--- config.mk ---
export PLATFORM = sky130hd
export DESIGN_NAME = i2c_readback_fifo
export DESIGN_NICKNAME = d
export VERILOG_FILES = /design/src/rtl/i2c_readback_fifo.sv
export SDC_FILE = /design/constraint.sdc
export NUM_CORES = 1
export LEC_CHECK = 0
export CAP_MARGIN = 0
export CORE_MARGIN = 5
export CORE_UTILIZATION = 54
export CTS_CLUSTER_SIZE = 40
export DETAILED_ROUTE_END_ITERATION = 12
export GPL_TIMING_DRIVEN = 0
export PLACE_DENSITY = 0.88
export SYNTH_ARGS = -nofsm -noshare
export SYNTH_HDL_FRONTEND = slang
export SYNTH_SLANG_ARGS = --single-unit
--- constraint.sdc ---
create_clock -name clk_i -period 3.1 [get_ports clk_i]
set_clock_uncertainty 0.15 [all_clocks]
set_input_delay 0.31 -clock clk_i [delete_from_list [all_inputs] [get_ports clk_i]]
set_output_delay 0.31 -clock clk_i [all_outputs]
set_load 0.005 [all_outputs]
--- src/rtl/i2c_readback_fifo.sv ---
// Readback FIFO behind i2c_controller: captures {nak, tag, data} results into a
// first-word-fall-through queue and keeps saturating drop/NAK statistics.
module i2c_readback_fifo #(
  parameter int DEPTH    = 16,
  parameter bit DROP_NAK = 1'b0,
  parameter int STAT_W   = 16
) (
  input  logic                       clk_i,
  input  logic                       reset_i,
  input  logic [11:0]                read_tag_i,
  input  logic [7:0]                 read_data_i,
  input  logic                       nak_i,
  input  logic                       read_data_valid_i,
  input  logic                       flush_i,
  input  logic                       clear_stats_i,
  output logic [11:0]                m_tag_o,
  output logic [7:0]                 m_data_o,
  output logic                       m_nak_o,
  output logic                       m_valid_o,
  input  logic                       m_ready_i,
  output logic [$clog2(DEPTH+1)-1:0] count_o,
  output logic                       full_o,
  output logic                       empty_o,
  output logic [STAT_W-1:0]          overflow_count_o,
  output logic [STAT_W-1:0]          nak_count_o
);

  localparam int AW = $clog2(DEPTH);
  localparam int CW = $clog2(DEPTH+1);
  localparam int EW = 21;

  logic [EW-1:0] mem [DEPTH];
  logic [AW-1:0] wr_ptr_reg, wr_ptr_next;
  logic [AW-1:0] rd_ptr_reg, rd_ptr_next;
  logic [CW-1:0] count_reg, count_next;
  logic [EW-1:0] head_reg, head_next;
  logic [EW-1:0] in_entry;
  logic          push_req, push_ok, pop;

  assign in_entry  = {nak_i, read_tag_i, read_data_i};
  assign m_valid_o = (count_reg != '0);
  assign full_o    = (count_reg == CW'(DEPTH));
  assign empty_o   = (count_reg == '0);
  assign count_o   = count_reg;
  assign {m_nak_o, m_tag_o, m_data_o} = head_reg;

  assign push_req = read_data_valid_i & ~(DROP_NAK & nak_i);
  assign pop      = m_valid_o & m_ready_i;
  assign push_ok  = push_req & (~full_o | pop) & ~flush_i;

  always_comb begin
    wr_ptr_next = wr_ptr_reg;
    rd_ptr_next = rd_ptr_reg;
    count_next  = count_reg;
    head_next   = head_reg;
    if (flush_i) begin
      wr_ptr_next = '0;
      rd_ptr_next = '0;
      count_next  = '0;
    end else begin
      wr_ptr_next = wr_ptr_reg + AW'(push_ok);
      rd_ptr_next = rd_ptr_reg + AW'(pop);
      count_next  = count_reg + CW'(push_ok) - CW'(pop);
      // Head register is the registered RAM read; bypass the incoming entry
      // when the queue is (or is about to be) empty so it shows next cycle.
      if (count_next != '0) begin
        if (count_reg == CW'(pop))
          head_next = in_entry;
        else
          head_next = mem[rd_ptr_next];
      end
    end
  end

  always_ff @(posedge clk_i or posedge reset_i) begin
    if (reset_i) begin
      wr_ptr_reg <= '0;
      rd_ptr_reg <= '0;
      count_reg  <= '0;
      head_reg   <= '0;
    end else begin
      wr_ptr_reg <= wr_ptr_next;
      rd_ptr_reg <= rd_ptr_next;
      count_reg  <= count_next;
      head_reg   <= head_next;
    end
  end

  always_ff @(posedge clk_i) begin
    if (push_ok)
      mem[wr_ptr_reg] <= in_entry;
  end

  // Statistic 0 counts overflow drops, statistic 1 counts NAKed results.
  logic [1:0]        stat_inc;
  logic [STAT_W-1:0] stat_reg [2];

  assign stat_inc[0] = push_req & full_o & ~pop & ~flush_i;
  assign stat_inc[1] = read_data_valid_i & nak_i;

  for (genvar gi = 0; gi < 2; gi++) begin : g_stat
    always_ff @(posedge clk_i or posedge reset_i) begin
      if (reset_i)
        stat_reg[gi] <= '0;
      else if (clear_stats_i)
        stat_reg[gi] <= '0;
      else if (stat_inc[gi] && (stat_reg[gi] != {STAT_W{1'b1}}))
        stat_reg[gi] <= stat_reg[gi] + STAT_W'(1);
    end
  end

  assign overflow_count_o = stat_reg[0];
  assign nak_count_o      = stat_reg[1];

endmodule

# After elaboration in Yosys (flattened, before gate mapping)

Memory sizes are Yosys's and may differ from the RTL's.
Cells that the tools add are included.

Bitwise gates (word level): 11
Equal/unequal tests: 4
Reductions and logical operators: 8
Mux-type cells: 10
Add/subtract/negate cells: 6

Operators with widths:

| operator                                                        | number |
|---|---|
| 16-bit 2-to-1 mux                                               | 4 |
| 16-bit by 1-bit adder with 16-bit output, second input constant | 2 |
| 16-bit != test, second input constant                           | 2 |
| 21-bit 2-to-1 mux                                               | 1 |
| 5-bit nonzero test                                              | 2 |
| 4-bit by 1-bit adder with 4-bit output                          | 2 |
| 4-bit 2-to-1 mux                                                | 2 |
| 1-bit bitwise AND                                               | 7 |
| 5-bit by 1-bit adder with 5-bit output                          | 1 |
| 5-bit by 1-bit == test with 1-bit output                        | 1 |
| 5-bit == test, second input constant                            | 1 |
| 5-bit zero test                                                 | 1 |
| 5-bit 2-to-1 mux                                                | 1 |
| 5-bit by 1-bit subtractor with 5-bit output                     | 1 |
| 2-bit nonzero test                                              | 2 |
| 1-bit NOT                                                       | 3 |
| 1-bit logical AND                                               | 2 |
| 1-bit 2-to-1 mux                                                | 2 |
| 2-bit AND reduction                                             | 1 |
| 1-bit OR                                                        | 1 |

Bits in writable memories: 336
Memories: 1
Flip-flop bits (word level): 66
Input bits: 27
Word-level logic and storage cells: 46
Output and inout port bits: 61

Memory list:

| memory | words | bits a word | rd ports | clocked after memory_dff | wr ports | line | source |
|---|---|---|---|---|---|---|---|
| mem    | 16    | 21          | 1        | 0                        | 1        | 32   | `logic [EW-1:0] mem [DEPTH];` |

# Logic depth before layout (Yosys ltp)

Gate-level depths: netlist of run 1.

Word-level depth: 9
Depth in mapped cells: 15
Depth with buffers taken out: 14

# Least setup slack after synthesis of run 1

No wires, ideal clock.

Path type: register to register
Start: register count_reg[2], in the netlist count_o[2]
End: memory mem[0][0] (enable)
Required time: 2.525 ns
Stages on the path, launching flop included: 7
Library setup time: 0.425 ns
Period minus slack after synthesis: 3.306 ns
Data arrival time: 2.731 ns
Buffers on the path: 0
Slack: -0.206 ns
Cells stage by stage: dfrtp_1 > inv_1 > ha_1 > nand4bb_1 > o21ai_0 > or3_1 > nor3_1

Cells in the longest elaborated chain, start to end: 7
Elaborated cells on any way between the ends: 9
Those cells by class: eq/ne: 1; mux: 2; bitwise: 5; reduce/logical: 1

RTL lines:

| item                                                | line   | source |
|---|---|---|
| start: declaration                                  | 35     | `logic [CW-1:0] count_reg, count_next;` |
| start signal: assignment                            | 84     | `count_reg <= count_next;` |
| 5-bit nonzero test or 5-bit == test (tied branches) | 41, 42 |  |
| 1-bit bitwise AND or 1-bit NOT (tied branches)      | 48, 49 |  |
| 1-bit OR (*)                                        | 49     | `assign push_ok = push_req & (~full_o \| pop) & ~flush_i;` |
| 1-bit bitwise AND (*) (2 in a row)                  | 49     |  |
| 1-bit 2-to-1 mux (*)                                | 90     | `if (push_ok)` |
| 1-bit 2-to-1 mux (not written as such) (*)          | 91     | `mem[wr_ptr_reg] <= in_entry;` |
| end: declaration                                    | 32     |  |

Every way passes the cells marked *; elsewhere a longest branch is shown, timed or not.

# Worst setup path in the final report of run 1

Start: register count_reg[3], in the netlist count_o[3]
End: register head_reg[19]

Cells in the longest elaborated chain, start to end: 9
Elaborated cells on any way between the ends: 15
Those cells by class: add/sub: 3; eq/ne: 2; mux: 1; bitwise: 5; reduce/logical: 3; memory: 1

RTL lines:

| item                                                | line   | source |
|---|---|---|
| 5-bit nonzero test or 5-bit == test (tied branches) | 41, 42 |  |
| 1-bit bitwise AND or 1-bit NOT (tied branches)      | 48, 49 |  |
| 1-bit OR                                            | 49     |  |
| 1-bit bitwise AND (2 in a row)                      | 49     |  |
| 5-bit by 1-bit adder with 5-bit output              | 63     | `count_next = count_reg + CW'(push_ok) - CW'(pop);` |
| 5-bit by 1-bit subtractor with 5-bit output         | 63     |  |
| 5-bit nonzero test                                  | 66     | `if (count_next != '0) begin` |
| 2-bit AND reduction (no source line)                | -      |  |
| end signal: assignment                              | 85     | `head_reg <= head_next;` |
| end: declaration                                    | 36     | `logic [EW-1:0] head_reg, head_next;` |

Parallel ways exist; a longest one is shown, timed or not.
A chain may end at the register's enable or synchronous reset.

==> results.md, run 1 <==
- Area contributors post-synth: edfxtp_1 (61%), mux4_2 (12%), dfrtp_1 (10%)
- Pin count of the biggest net entering global routing: 67
- Post-synth EDFFs: 336
- Routed len/inst: 27.6 um
- Vert. Die Dim: 184 um
- Reg clk slew, reported paths: 0.07 ns
- Initial DRC count: 1,171
- Synth cell count leaders: edfxtp_1 (336), mux4_2 (84), dfrtp_1 (66), nor2_1 (52), nand2_1 (35)
- Final wirelength: 41,200 um
- Clk pwr share: 0.278
- Seq pwr share: 0.357
- Crit share post-route: 1.06
- Post-detailed-route count of antenna-violating nets: 0
- DR vias/cell: 6.43
- Die ar.: 34,000 um2
- Cell taking the most area after synthesis: edfxtp_1
- Fillers: 1,758
- Reg area: 11,700 um2
- DRT Pass-1 Iters: 8
- DP HPWL: 24,400 um
- Clk Tree Root Cell: clkbuf_16
- GRT Total Usage: 0.232
- Internal power: 12.4 mW
- Fmax: 0.305 GHz
- Initial core utilization: 0.551
- Rel. slew slack: 0.394
- Crit path max-delay family: multiplexers
- H-tree depth: 2
- Status: finished, violations left
- Die X: 184 um
- RSZ-0062 raised after global routing: true
- Critical Path Source Type: register
- ANT cells: 0
- Setup-failing EPs final: 21
- Drc violations: 0
- Period minus WS final: 3.28 ns
- Post-synth ARST share: 0.164
- Register area share after synthesis: 0.716
- Syn-to-layout area delta: 23.7%
- Reg2Reg Setup Slack: -0.18 ns
- Clock Latency Late Sink: 0.54 ns
- Worst Path Buf+Inv: 4
- Worst setup margin: -0.178 ns
- Synth Instances: 903
- FF-to-FF End: head_reg[19]
- Ordered list of cells on the worst path: inv_2, ha_4, nand2_4, nor3_4, nor2b_4, ha_4, buf_12, buf_12, buf_6, mux4_2, mux2i_2, nand2_1, o211ai_1, a32oi_2
- Yosys top cell area share: 0.615
- Switch share: 0.297
- Setup tns final: -2.47 ns
- Number of port buffers: 86
- Critical path required time: 3.36 ns
- Clock Tree Buf Depth: 3
- CP endpoint kind: register
- Crit-path max FO: 7
- Grt ovf: 0
- Cts bufs inserted: 40
- GP Congestion: 0.845
- Syn Nets: 943
- IO Pins: 88
- Failing checks: negative setup slack
- #FFs+latches synth: 402
- Most frequent cell after synthesis: edfxtp_1
- Maximum VDD drop: 0.479 mV
- Leak: 6.83 nW
- Via count: 9,591
- Synth Flop Type: edfxtp_1
- Max Cap Viol: 0
- Combinational Power Share: 0.365
- Core region area: 29,800 um2
- Layout cells sized above 1: 0.275
- Yosys warns: 0
- PwrDens: 867 nW/um2
- CTS sink count: 402
- Crit Reg-Reg Startpoint: count_o[3]
- Placement Setup Slack: -1.04 ns
- HP Class: primary input to asynchronous set/reset pin
- Mean area per synthesized cell: 18.2 um2
- Max reg flops: 336
- Final Hold Fails: 0
- P_sw: 5.23 mW
- Worst slew pin tran: 0.906 ns
- Largest stage delay on the critical path: 0.53 ns
- Footprint of the multi-input gates: 4670 um2
- Global-route wire length before repair: 59,200 um
- Reg2Reg Depth: 14
- Slew Limit Fails: 0
- Crit path DAT: 3.54 ns
- Post-synthesis cell area: 16,400 um2
- Netlist cell types: 51
- Final net count: 1,110
- Rows: 63
- Crit Path Category: register to register
- CTS tree: done
- Vias in the first global route: 9,817
- Crit-path slowest cell: mux4_2
- Initial antenna violation count: 0
==> per-stage QoR <==
| step | hold slack [ns] | cell area (um2) | util | total power [mW] | instances |
|---|---|---|---|---|---|
| 2_1_floorplan | 0.218 | 16400 | - | 9.71 | 903 |
| 3_3_place_gp | 0.354 | 17800 | 0.597 | 11.1 | 1379 |
| 3_5_place_dp | 0.363 | 18200 | 0.612 | 11.3 | 1395 |
| 4_1_cts | 0.217 | 19900 | 0.666 | 16.6 | 1477 |
| 5_1_grt | 0.269 | 20300 | 0.681 | 18.2 | 1492 |
| 6_report | 0.177 | 20300 | 0.681 | 17.6 | 1492 |
==> worst max path at each step <==
stage	cells past startpoint	to	from	slack, ns
global route	14	head_reg[19]	count_o[2]	-0.25
CTS	15	head_reg[8]	count_o[2]	-0.20
floorplan	15	head_reg[10]	count_o[3]	0.07
finish	14	head_reg[19]	count_o[3]	-0.18
global placement	5	mem[12][8]	read_data_valid_i	-1.18
detailed placement	13	head_reg[14]	read_data_valid_i	-1.04
==> logic make-up (layout without fill, tap and decap cells) <==
group | Yosys count | in the layout | synth area share
simple gates | 169 | 169 | 0.0534
flops | 402 | 402 | 0.716
compound gates | 81 | 81 | 0.0363
buf+inv | 77 | 276 | 0.0226
xor+xnor | 34 | 34 | 0.0181
fa+ha+maj | 13 | 13 | 0.0104
mux | 127 | 127 | 0.144
==> placed cells by master, fill, tap and decap left out, types with 7 or more instances in the layout <==
master           netlist  final
nor3_1                15      9
mux4_2                84     84
nor2_1                52     40
ha_1                  12      7
clkdlybuf4s50_1        0     86
xnor2_1               23     22
buf_4                  7     18
nor2_2                 0     12
a21oi_1               28     27
clkbuf_16              0     47
a32oi_1               21      9
clkbuf_8               0      8
nor4_1                 7      7
nand2_1               35     34
nor2b_1               11     10
mux2i_1               22     11
xor2_1                11     10
clkinv_1               0      7
o211ai_1              15     15
buf_16                 0     12
clkbuf_1              22     26
nand3_1               14     13
buf_8                  0      7
inv_1                 32     27
a32oi_2                0     12
edfxtp_1             336    336
buf_12                 2      7
mux2_2                19     19
mux2i_2                0     10
buf_6                  1     11
nand4_1                7      7
dfrtp_1               66     66
==> layer usage <==
layer	share of wire	wire [um]	GRT usage
met5	0	0	0
met4	0.042	1730	0.0964
met3	0.11	4330	0.0416
met2	0.50	20700	0.389
met1	0.35	14400	0.302
==> power by group through the flow <==
stage / registers, mW / clock network (mW) / logic, mW
global route: 6.30 / 5.17 / 6.77
floorplan: 6.32 / 0 / 3.39
global placement: 6.35 / 0 / 4.73
CTS: 6.26 / 4.90 / 5.46
finish: 6.29 / 4.89 / 6.42
detailed placement: 6.36 / 0 / 4.94
==> area by class of cell <==
cell class	count	area share
Clock inverter	15	0.00764
Clock buffer	59	0.0584
Multi-Input combinational cell	424	0.230
Inverter	32	0.00604
Buffer	44	0.0200
Timing Repair Buffer	126	0.0754
Tap cell	390	0.0240
Sequential cell	402	0.578
==> timing repair <==
| item | CTS | global route |
|---|---|---|
| cloned | 2 | 5 |
| resized for setup | 58 | 54 |
| hold buffers | 0 | 0 |
| pin swaps | 11 | 7 |
| buffers inserted | 6 | 11 |
| setup endpoints to repair | 22 | 21 |
(Power assumes the default switching activity.)
==> run 2: changes to the inputs <==
- PLACE_DENSITY: 0.88 -> 0.76
==> results.md, run 2 (same netlist as run 1, synthesis figures left out) <==
- ANT cells: 0
- Worst Path Buf+Inv: 5
- Layout cells sized above 1: 0.281
- Clock Tree Buf Depth: 3
- Routed len/inst: 25.4 um
- Crit Path Category: register to register
- Core region area: 29,800 um2
- CTS tree: done
- Ordered list of cells on the worst path: inv_2, ha_4, nand2_4, nor3_4, nor2b_2, ha_1, buf_6, buf_12, buf_8, buf_12, mux4_2, mux2i_4, nand2_1, o211ai_1, a32oi_1
- Max reg flops: 336
- Cts bufs inserted: 39
- Final Hold Fails: 0
- Largest stage delay on the critical path: 0.54 ns
- Rel. slew slack: 0.398
- Period minus WS final: 3.18 ns
- Reg clk slew, reported paths: 0.06 ns
- CTS Hold Buffers Added: 0
- Most used routing layer: met2
- Crit share post-route: 1.03
- DRT Pass-1 Iters: 5
- GP Congestion: 0.864
- Critical path required time: 3.35 ns
- Vert. Die Dim: 184 um
- Crit path DAT: 3.43 ns
- GRT Total Usage: 0.222
- Global-route wire length before repair: 56,700 um
- PwrDens: 851 nW/um2
- Max Cap Viol: 0
- CTS sink count: 402
- Crit path max-delay family: multiplexers
- Number of port buffers: 86
- Vias in the first global route: 9,442
- HP Class: primary input to asynchronous set/reset pin
- Initial antenna violation count: 0
- Met1 global-route usage: 0.308
- Die ar.: 34,000 um2
- Failing checks: negative setup slack
- Maximum VDD drop: 0.448 mV
- Most frequent cells in the layout: edfxtp_1 (336), clkdlybuf4s50_1 (86), mux4_2 (84), dfrtp_1 (66), clkbuf_16 (41)
- Reg2Reg Depth: 15
- IO Pins: 88
- Syn-to-layout area delta: 23.0%
- Drc violations: 0
- Leak: 6.82 nW
- Post-detailed-route count of antenna-violating nets: 0
- Final net count: 1,110
- Die X: 184 um
- DP HPWL: 23,000 um
- DR vias/cell: 6.18
- CP endpoint kind: register
- RSZ-0062 raised after global routing: true
- Clk Tree Root Cell: clkbuf_16
- Final wirelength: 37,900 um
- Crit Reg-Reg Startpoint: count_o[2]
- Crit-path slowest cell: mux4_2
- Commonest non-fill, non-tap cell in the layout: edfxtp_1
- Setup-failing EPs final: 20
- Critical Path Source Type: register
- Fmax: 0.314 GHz
- Worst slew pin tran: 0.901 ns
- Slew Limit Fails: 0
- Status: finished, violations left
- Critical path's most frequent cell: buf_12
- Initial core utilization: 0.551
- Grt ovf: 0
- Rows: 63
- Layout Utilization: 0.677
- Met2 GRT Util: 0.370
- Crit-path max FO: 5
- Placement Setup Slack: -1.02 ns
- Initial DRC count: 825
- Clock Latency Late Sink: 0.53 ns
- Reg2Reg Setup Slack: -0.08 ns
- H-tree depth: 2
- Met3 Use GR: 0.0407
- FF-to-FF End: head_reg[5]
- Pin count of the biggest net entering global routing: 67
- Worst setup margin: -0.0806 ns
- Via count: 9,211
- Final Total Pwr: 17.2 mW
-- run 2: metal layers --
| metal | share of wire | vias to the layer above | routed length (um) |
|---|---|---|---|
| met2 | 0.50 | 458 | 18900 |
| li1 | - | 3934 | - |
| met1 | 0.40 | 4762 | 15000 |
| met3 | 0.085 | 57 | 3210 |
| met4 | 0.020 | 0 | 752 |
| met5 | 0 | - | 0 |
-- run 2: report_power, final --
group	switching (mW)	internal, mW	total (mW)
Combinational	2.84	3.35	6.19
Clock	2.01	2.74	4.75
Sequential	0.157	6.08	6.24
Total	5.00	12.2	17.2
-- run 2: worst reg2reg max path, stage by stage, from the launching register on --
cell	delay (ns)
dfrtp_1	0.40
inv_2	0.09
ha_4	0.15
nand2_4	0.05
nor3_4	0.14
nor2b_2	0.09
ha_1	0.31
buf_6	0.12
buf_12	0.12
buf_8	0.13
buf_12	0.13
mux4_2	0.54
mux2i_4	0.23
nand2_1	0.11
o211ai_1	0.16
a32oi_1	0.13
-- run 2: area by class of cell --
class | instances | area, um2
fill | 1843 | 9620
buffer | 45 | 414
timing repair buffer | 126 | 1490
clock buffer | 49 | 1070
multi-input combinational | 424 | 4620
clock inverter | 23 | 226
inverter | 32 | 123
sequential | 402 | 11700
tap | 390 | 488
-- run 2: worst max path at each step --
stage | startpoint | depth (start not counted) | endpoint
after floorplan | count_o[3] | 15 | head_reg[10]
after global placement | read_data_valid_i | 5 | mem[12][14]
after detailed placement | read_data_valid_i | 13 | head_reg[4]
after CTS | count_o[3] | 15 | head_reg[6]
after global routing | count_o[3] | 15 | head_reg[20]
final | count_o[2] | 15 | head_reg[5]
-- run 2: repair_timing --
| item | CTS | global route |
|---|---|---|
| gates cloned | 2 | 1 |
| buffers inserted | 14 | 7 |
| endpoints found under the setup margin | 22 | 21 |
| pin swaps | 17 | 12 |
| resized for setup | 81 | 25 |
-- run 2: metrics by stage --
stage / setup TNS [ns] / cell area, um2 / hold WS, ns / instances
2_1_floorplan: 0 / 16400 / 0.218 / 903
3_3_place_gp: -366.73 / 17800 / 0.353 / 1379
3_5_place_dp: -43.74 / 18200 / 0.355 / 1395
4_1_cts: -0.191 / 20000 / 0.178 / 1483
5_1_grt: -4.39 / 20200 / 0.238 / 1491
6_report: -0.879 / 20200 / 0.156 / 1491
